### config.mk
export PLATFORM = sky130hd
export DESIGN_NAME = seq_multiplier_8bit
export DESIGN_NICKNAME = d
export VERILOG_FILES = /design/src/rtl/mult_pkg.sv /design/src/rtl/adder_8bit.sv /design/src/rtl/seq_multiplier_8bit.sv
export SDC_FILE = /design/constraint.sdc
export NUM_CORES = 1
export LEC_CHECK = 0
export BUFFER_PORTS_ARGS = -buffer_cell sky130_fd_sc_hd__buf_2
export CAP_MARGIN = 20
export CORE_AREA = 2 2 58 60
export DETAILED_ROUTE_END_ITERATION = 10
export DIE_AREA = 0 0 60 62
export GPL_TIMING_DRIVEN = 0
export PLACE_DENSITY = 0.86
export SYNTH_ARGS = -nofsm -noshare
export SYNTH_HDL_FRONTEND = slang
export SYNTH_SLANG_ARGS = --single-unit
### constraint.sdc
create_clock -name clk -period 3.8 [get_ports clk]
set_input_delay 0 -clock clk [delete_from_list [all_inputs] [get_ports clk]]
set_output_delay 0 -clock clk [all_outputs]
set_load 0.05 [all_outputs]
### src/rtl/mult_pkg.sv
// Shared constants and state encoding for the sequential shift-and-add multiplier.
package mult_pkg;

   localparam int OP_W   = 8;
   localparam int PROD_W = 16;
   localparam int ITER   = 8;
   localparam int CNT_W  = 4;

   typedef enum logic {
      IDLE = 1'b0,
      RUN  = 1'b1
   } state_t;

   // Bundle of internal registers, exported for checkers that bind to the multiplier.
   typedef struct packed {
      state_t           state;
      logic [CNT_W-1:0] cnt;
      logic [OP_W-1:0]  m;
   } mult_dbg_t;

endpackage

### src/rtl/adder_8bit.sv
// 8-bit ripple-carry adder: sum/carry = A + B + C, built from a chain of full adders.
module adder_8bit
   import mult_pkg::*;
(
   input  logic [OP_W-1:0] A,
   input  logic [OP_W-1:0] B,
   input  logic            C,
   output logic [OP_W-1:0] sum,
   output logic            carry
);

   logic [OP_W:0] c_chain;

   assign c_chain[0] = C;

   for (genvar i = 0; i < OP_W; i++) begin : g_fa
      assign sum[i]       = A[i] ^ B[i] ^ c_chain[i];
      assign c_chain[i+1] = (A[i] & B[i]) | (c_chain[i] & (A[i] ^ B[i]));
   end

   assign carry = c_chain[OP_W];

endmodule

### src/rtl/seq_multiplier_8bit.sv
// Sequential 8x8 unsigned multiplier: one shift-and-add iteration per clock through
// the shared ripple adder, 16-bit product {ACC,Q} after eight iterations.
module seq_multiplier_8bit
   import mult_pkg::*;
(
   input  logic                clk,
   input  logic                rst,
   input  logic                start,
   input  logic [OP_W-1:0]     multiplicand,
   input  logic [OP_W-1:0]     multiplier,
   output logic                busy,
   output logic                done,
   output logic [PROD_W-1:0]   product
);

   state_t           state_q, state_d;
   logic [OP_W-1:0]  m_q, m_d;
   logic [OP_W-1:0]  acc_q, acc_d;
   logic [OP_W-1:0]  q_q, q_d;
   logic [CNT_W-1:0] cnt_q, cnt_d;
   logic             done_q, done_d;

   logic [OP_W-1:0]  addend;
   logic [OP_W-1:0]  add_sum;
   logic             add_carry;
   mult_dbg_t        dbg;

   assign addend = q_q[0] ? m_q : '0;

   adder_8bit u_adder (
      .A     (acc_q),
      .B     (addend),
      .C     (1'b0),
      .sum   (add_sum),
      .carry (add_carry)
   );

   always_comb begin
      state_d = state_q;
      m_d     = m_q;
      acc_d   = acc_q;
      q_d     = q_q;
      cnt_d   = cnt_q;
      done_d  = 1'b0;
      case (state_q)
         IDLE: begin
            if (start) begin
               state_d = RUN;
               m_d     = multiplicand;
               q_d     = multiplier;
               acc_d   = '0;
               cnt_d   = '0;
            end
         end
         RUN: begin
            // The carry-out becomes the new MSB, so no partial-sum bit is ever lost.
            {acc_d, q_d} = {add_carry, add_sum, q_q[OP_W-1:1]};
            cnt_d        = cnt_q + 1'b1;
            if (cnt_q == CNT_W'(ITER - 1)) begin
               state_d = IDLE;
               done_d  = 1'b1;
            end
         end
         default: state_d = IDLE;
      endcase
   end

   always_ff @(posedge clk) begin
      if (rst) begin
         state_q <= IDLE;
         m_q     <= '0;
         acc_q   <= '0;
         q_q     <= '0;
         cnt_q   <= '0;
         done_q  <= 1'b0;
      end else begin
         state_q <= state_d;
         m_q     <= m_d;
         acc_q   <= acc_d;
         q_q     <= q_d;
         cnt_q   <= cnt_d;
         done_q  <= done_d;
      end
   end

   assign dbg     = '{state: state_q, cnt: cnt_q, m: m_q};
   assign busy    = (dbg.state == RUN);
   assign done    = done_q;
   assign product = {acc_q, q_q};

endmodule

After elaboration in Yosys (flattened, before gate mapping). Cells that the tools add are included.

Add/sub/neg operators: 1. Equality and inequality tests: 2. Muxes and demuxes: 11. Bitwise gates (word level): 38. Reduce and logical (&&, ||, !) cells: 2.

Operators with widths (number): case mux 8 bit (2 select lines) (2); 2-to-1 mux 8 bit (3); bitwise AND 1 bit (15); XOR 1 bit (15); case mux 4 bit (2 select lines) (1); bitwise OR 1 bit (7); adder 4 x 1 -> 4 bit (second input constant) (1); equality test 4 x 3 -> 1 bit (second input constant) (1); 2-to-1 mux 4 bit (1); 2-to-1 mux 1 bit (3); != test 2 bit (second input constant) (1); case mux 1 bit (2 select lines) (1); AND reduction 2 bit (1); OR reduction 2 bit (1); NOT 1 bit (1).

Register bits: 30. Input port bits: 19. Output and inout port bits: 18. Word-level logic and storage cells: 60.

Depth between registers and ports, before layout.
Depth after elaboration: 17. Mapped depth: 17.

Hierarchy. From an unflattened synthesis, not the netlist that was laid out.

Cells, all modules: 151. Area, all modules: 1550.2 sq um.

By module, submodules not included: seq_multiplier_8bit (times used 1, cells an instance 133, area each 1352.5 sq um, seq. area each 600.6 sq um); adder_8bit (times used 1, cells an instance 18, area each 197.7 sq um, seq. area each 0.0 sq um).

Worst setup path before layout. No wires, ideal clock.

Kind: reg-to-reg. Start: reg q_q[0]. End: reg acc_q[6]. Arrival: 3478 ps. Slack: 257 ps. Cell stages (with the launch flop): 18. Buffers on the path: 0. Path through: dfxtp_1 -> and2_1 -> ha_1 -> fa_1 -> inv_1 -> fa_1 -> inv_1 -> fa_1 -> inv_1 -> fa_1 -> inv_1 -> fa_1 -> fa_1 -> inv_1 -> fa_1 -> inv_1 -> a21oi_1 -> nor2_1.

Word-level cells in the longest chain between the ends: 16.

RTL lines: start, declared (RTL line seq_multiplier_8bit.sv:19) `logic [OP_W-1:0] q_q, q_d;`; start signal, assigned (RTL line seq_multiplier_8bit.sv:80) `q_q <= q_d;`; 2-to-1 mux 8 bit * (RTL line seq_multiplier_8bit.sv:28) `assign addend = q_q[0] ? m_q : '0;`; bitwise AND 1 bit or XOR 1 bit (tied branches) (RTL line adder_8bit.sv:18) `assign c_chain[i+1] = (A[i] & B[i]) | (c_chain[i] & (A[i] ^ B[i]));`; bitwise AND 1 bit (RTL line adder_8bit.sv:18); bitwise OR 1 bit (RTL line adder_8bit.sv:18); bitwise AND 1 bit (RTL line adder_8bit.sv:18); bitwise OR 1 bit (RTL line adder_8bit.sv:18); bitwise AND 1 bit (RTL line adder_8bit.sv:18); bitwise OR 1 bit (RTL line adder_8bit.sv:18); bitwise AND 1 bit (RTL line adder_8bit.sv:18); bitwise OR 1 bit (RTL line adder_8bit.sv:18); bitwise AND 1 bit (RTL line adder_8bit.sv:18); bitwise OR 1 bit (RTL line adder_8bit.sv:18); bitwise AND 1 bit (RTL line adder_8bit.sv:18); bitwise OR 1 bit (RTL line adder_8bit.sv:18); XOR 1 bit * (RTL line adder_8bit.sv:17) `assign sum[i] = A[i] ^ B[i] ^ c_chain[i];`; case mux 8 bit (2 select lines) * (RTL line seq_multiplier_8bit.sv:45) `case (state_q)`; end signal, assigned (RTL line seq_multiplier_8bit.sv:72) `acc_q <= '0;`; end signal, assigned (RTL line seq_multiplier_8bit.sv:79) `acc_q <= acc_d;`; end, declared (RTL line seq_multiplier_8bit.sv:18) `logic [OP_W-1:0] acc_q, acc_d;`.

Every way passes the cells marked *; elsewhere a longest branch is shown, timed or not. A chain may end at the register's enable or synchronous reset.

Worst setup path in the final report. Ends and elaborated chain as after synthesis.

==> results.ini <==
[worst_setup_path]
cp_cell_sequence=and2_1 > ha_1 > fa_1 > inv_1 > fa_1 > inv_1 > fa_1 > inv_1 > fa_1 > inv_1 > fa_1 > fa_1 > inv_1 > fa_1 > inv_1 > a21oi_1 > nor2_1
crit_buf_inv=6
r2r_cells=17
worstPathArrival_ns=3.86
r2r_start=q_q[0]$_SDFFE_PP0P_
worstSetupEndpointType=register
crit_slowest_cell=dfxtp_1
cpMostUsedCell=fa_1
criticalPathCategory=register to register
start_kind=register
max_stage_delay_ns=0.41
cpLargestDelayFamily=adder cells
reg2reg_to=acc_q[6]$_SDFFE_PP0P_
path_max_fanout=10
reg2reg_slack_ns=0.21
worstPathRequired_ns=4.06

[yosys]
synthXorXnorAreaFrac_pct=0
ys_types=22
ys_seq_area_share_pct=39.51
synth_adder_area_share_pct=10.86
syn_inst=152
synth_fp_nets=180
synth_compound_area_share_pct=4.774
syn_area_sq_um=1520
synth_simple_gate_area_share_pct=18.60
synth_mux_area_share_pct=17.12
avgSynthCellArea_sq_um=10.00
synth_top_area_share_pct=39.51
synth_top_family_by_area=simple AND/OR/NAND/NOR gates
synth_area_leader_cell=dfxtp_1
synthTopCellsByArea=dfxtp_1 (40%), mux2i_1 (11%), fa_1 (9.2%)
ys_warn_count=0
synth-seq-cells=30

[route]
drc_errors=0
dr.pass1.iters=4
first_iter_violations=31
wl_per_cell_um=12.50
via_per_inst=4.786
vias=1187
drtAntennaViolNets=0
wl_mm=3.101

[clocking]
cts_buffers=5
clkTransAtPathRegs_ns=0.09
tritoncts=done
ctsResizeCount=0
cts_max_level=2
root_buffer=clkbuf_4
clock_latency_ns=0.34
cts_sinks=30
clk_path_buf_depth=2

[timing]
worst_pin_slew_ns=0.5074
max_freq_ghz=0.2782
rsz0062_at_grt=false
setup_tns_ns=0
final.period_utilization_pct=94.58
final-setup-viol-count=0
slew_headroom_pct=66.17
skew_ns=0.01734
finalHoldViolations=0
finalCriticalPeriod_ns=3.594
slew_viol_final=0

[grt]
grt_pass1_wl_mm=5.209
overflow=0
grtUsageTotal_pct=19.29
antenna_found_initial=0
grt_max_degree=11
grt_pass1_vias=1192

[floorplanning]
boundaryPins=37
die_h_um=62
die_w_um=60
core_area_sq_um=3179
rows=21
initial_utilization_pct=47.82
die-area_sq_um=3720

[min_path]
hold_class=input pin to register
whs_endpoint=q_q[3]$_SDFFE_PP0P_
min_from=multiplier[3]
hold_path_depth=4

[placed_design]
dpl_cell_area_sq_um=1748
place_hpwl_mm=2.280
io_buffers=34
place_congestion=0.7944

[layout]
stdcell_area_sq_um=1888
antenna_cells=0
drive_above_1_share_pct=28.71
nets=229
areaGrowthSynthToFinish_pct=24.20

[power]
power.leakage_nw=0.8718
p_per_area_nw_per_um2=344.8
vdd_drop_max_uv=159.6

[outcome]
outcome=finished, final reports clean

[flow_run]
maxCapViolations=0

[synth_stat cells]
master	number
nand2b_1	2
nor2_8	1
a211oi_1	1
nor2b_1	1
buf_8	1
ha_1	2
and2_1	5
a31oi_1	1
a21oi_1	10
buf_6	6
mux2i_1	17
o31a_1	1
clkbuf_1	3
nand3_1	3
inv_1	12
fa_1	7
nor2b_4	1
nor3b_1	9
dfxtp_1	30
nor2_1	27
nand2_1	4
mux2_2	8
[registers in the layout, indices dropped and copies added (netlist names)]
| signal | flops |
|---|---|
| q_q | 8 |
| cnt_q | 4 |
| m_q | 8 |
| done | 1 |
| busy | 1 |
| acc_q | 8 |
[final cells by class]
type	count	area (sq um)
multi-input cells	100	780.7
clock buffers	7	55.05
flip-flops and latches	30	600.6
repair buffers	42	250.2
inverters	12	45.04
clock inverters	1	5.005
fillers	295	1291
well taps	46	57.56
plain buffers	10	93.84
[worst max-delay path by stage]
| stage | start | end | slack [ns] | depth (start not counted) |
|---|---|---|---|---|
| floorplan | q_q[0]$_SDFFE_PP0P_ | acc_q[6]$_SDFFE_PP0P_ | 0.26 | 17 |
| global placement | q_q[0]$_SDFFE_PP0P_ | acc_q[6]$_SDFFE_PP0P_ | 0.31 | 17 |
| detailed placement | q_q[0]$_SDFFE_PP0P_ | acc_q[6]$_SDFFE_PP0P_ | 0.22 | 17 |
| CTS | q_q[0]$_SDFFE_PP0P_ | acc_q[6]$_SDFFE_PP0P_ | 0.21 | 17 |
| global route | q_q[0]$_SDFFE_PP0P_ | acc_q[6]$_SDFFE_PP0P_ | 0.02 | 17 |
| finish | q_q[0]$_SDFFE_PP0P_ | acc_q[6]$_SDFFE_PP0P_ | 0.21 | 17 |
[metrics by stage]
stage | power [mW] | setup slack, ns | instances | hold WS (ns) | utilization (%)
global placement | 0.4496 | 0.3116 | 232 | 0.2379 | 54.98
detailed placement | 0.4528 | 0.2209 | 232 | 0.2499 | 54.98
floorplan | 0.4244 | 0.2572 | 152 | 0.1468 | -
finish | 0.6511 | 0.2059 | 248 | 0.02172 | 59.39
CTS | 0.6564 | 0.2100 | 248 | 0.01676 | 59.39
global route | 0.6816 | 0.01528 | 248 | 0.03436 | 59.39
[worst register-to-register path, stage by stage, from the launching register on]
cell and delay, ns:
dfxtp_1 0.41, and2_1 0.18, ha_1 0.19, fa_1 0.36, inv_1 0.09, fa_1 0.17
inv_1 0.05, fa_1 0.36, inv_1 0.08, fa_1 0.16, inv_1 0.05, fa_1 0.37
fa_1 0.36, inv_1 0.09, fa_1 0.41, inv_1 0.06, a21oi_1 0.06, nor2_1 0.08
[routing by layer]
metal | wire, um | GRT usage (%)
met1 | 1346 | 22.22
met2 | 1540 | 32.61
met3 | 168 | 7.867
met4 | 46 | 6.667
met5 | 0 | 0
[cell families (layout without fill, tap and decap cells)]
logic type | Yosys count | in the layout
multiplexers | 25 | 25
AO/OA/AOI/OAI | 13 | 13
adder cells (fa/ha/maj) | 9 | 9
flip-flops | 30 | 30
AND/OR/NAND/NOR | 53 | 53
buffers and inverters | 22 | 72
[cell usage in the layout, fill, tap and decap left out, drive strengths merged]
master and n:
clkinv 1, buf 41, nor3b 9, nand2 4, ha 2, a211oi 1, dlygate4sd3 8, nand3 3
mux2 8, a21oi 10, a31oi 1, nor2 28, and2 5, o31a 1, clkbuf 10, mux2i 17
inv 12, dfxtp 30, nor2b 2, nand2b 2, fa 7
[repair_timing]
item / in CTS / in global routing
hold buffers: 8 / 0
hold endpoints to repair: 8 / 0
buffers inserted: 0 / 0
[power breakdown]
group	switching (mW)	total (mW)	internal, mW
clock	0.110	0.200	0.0895
sequential	0.00965	0.337	0.327
combinational	0.0647	0.115	0.0498
No activity file was read; power rests on OpenSTA's default activity.
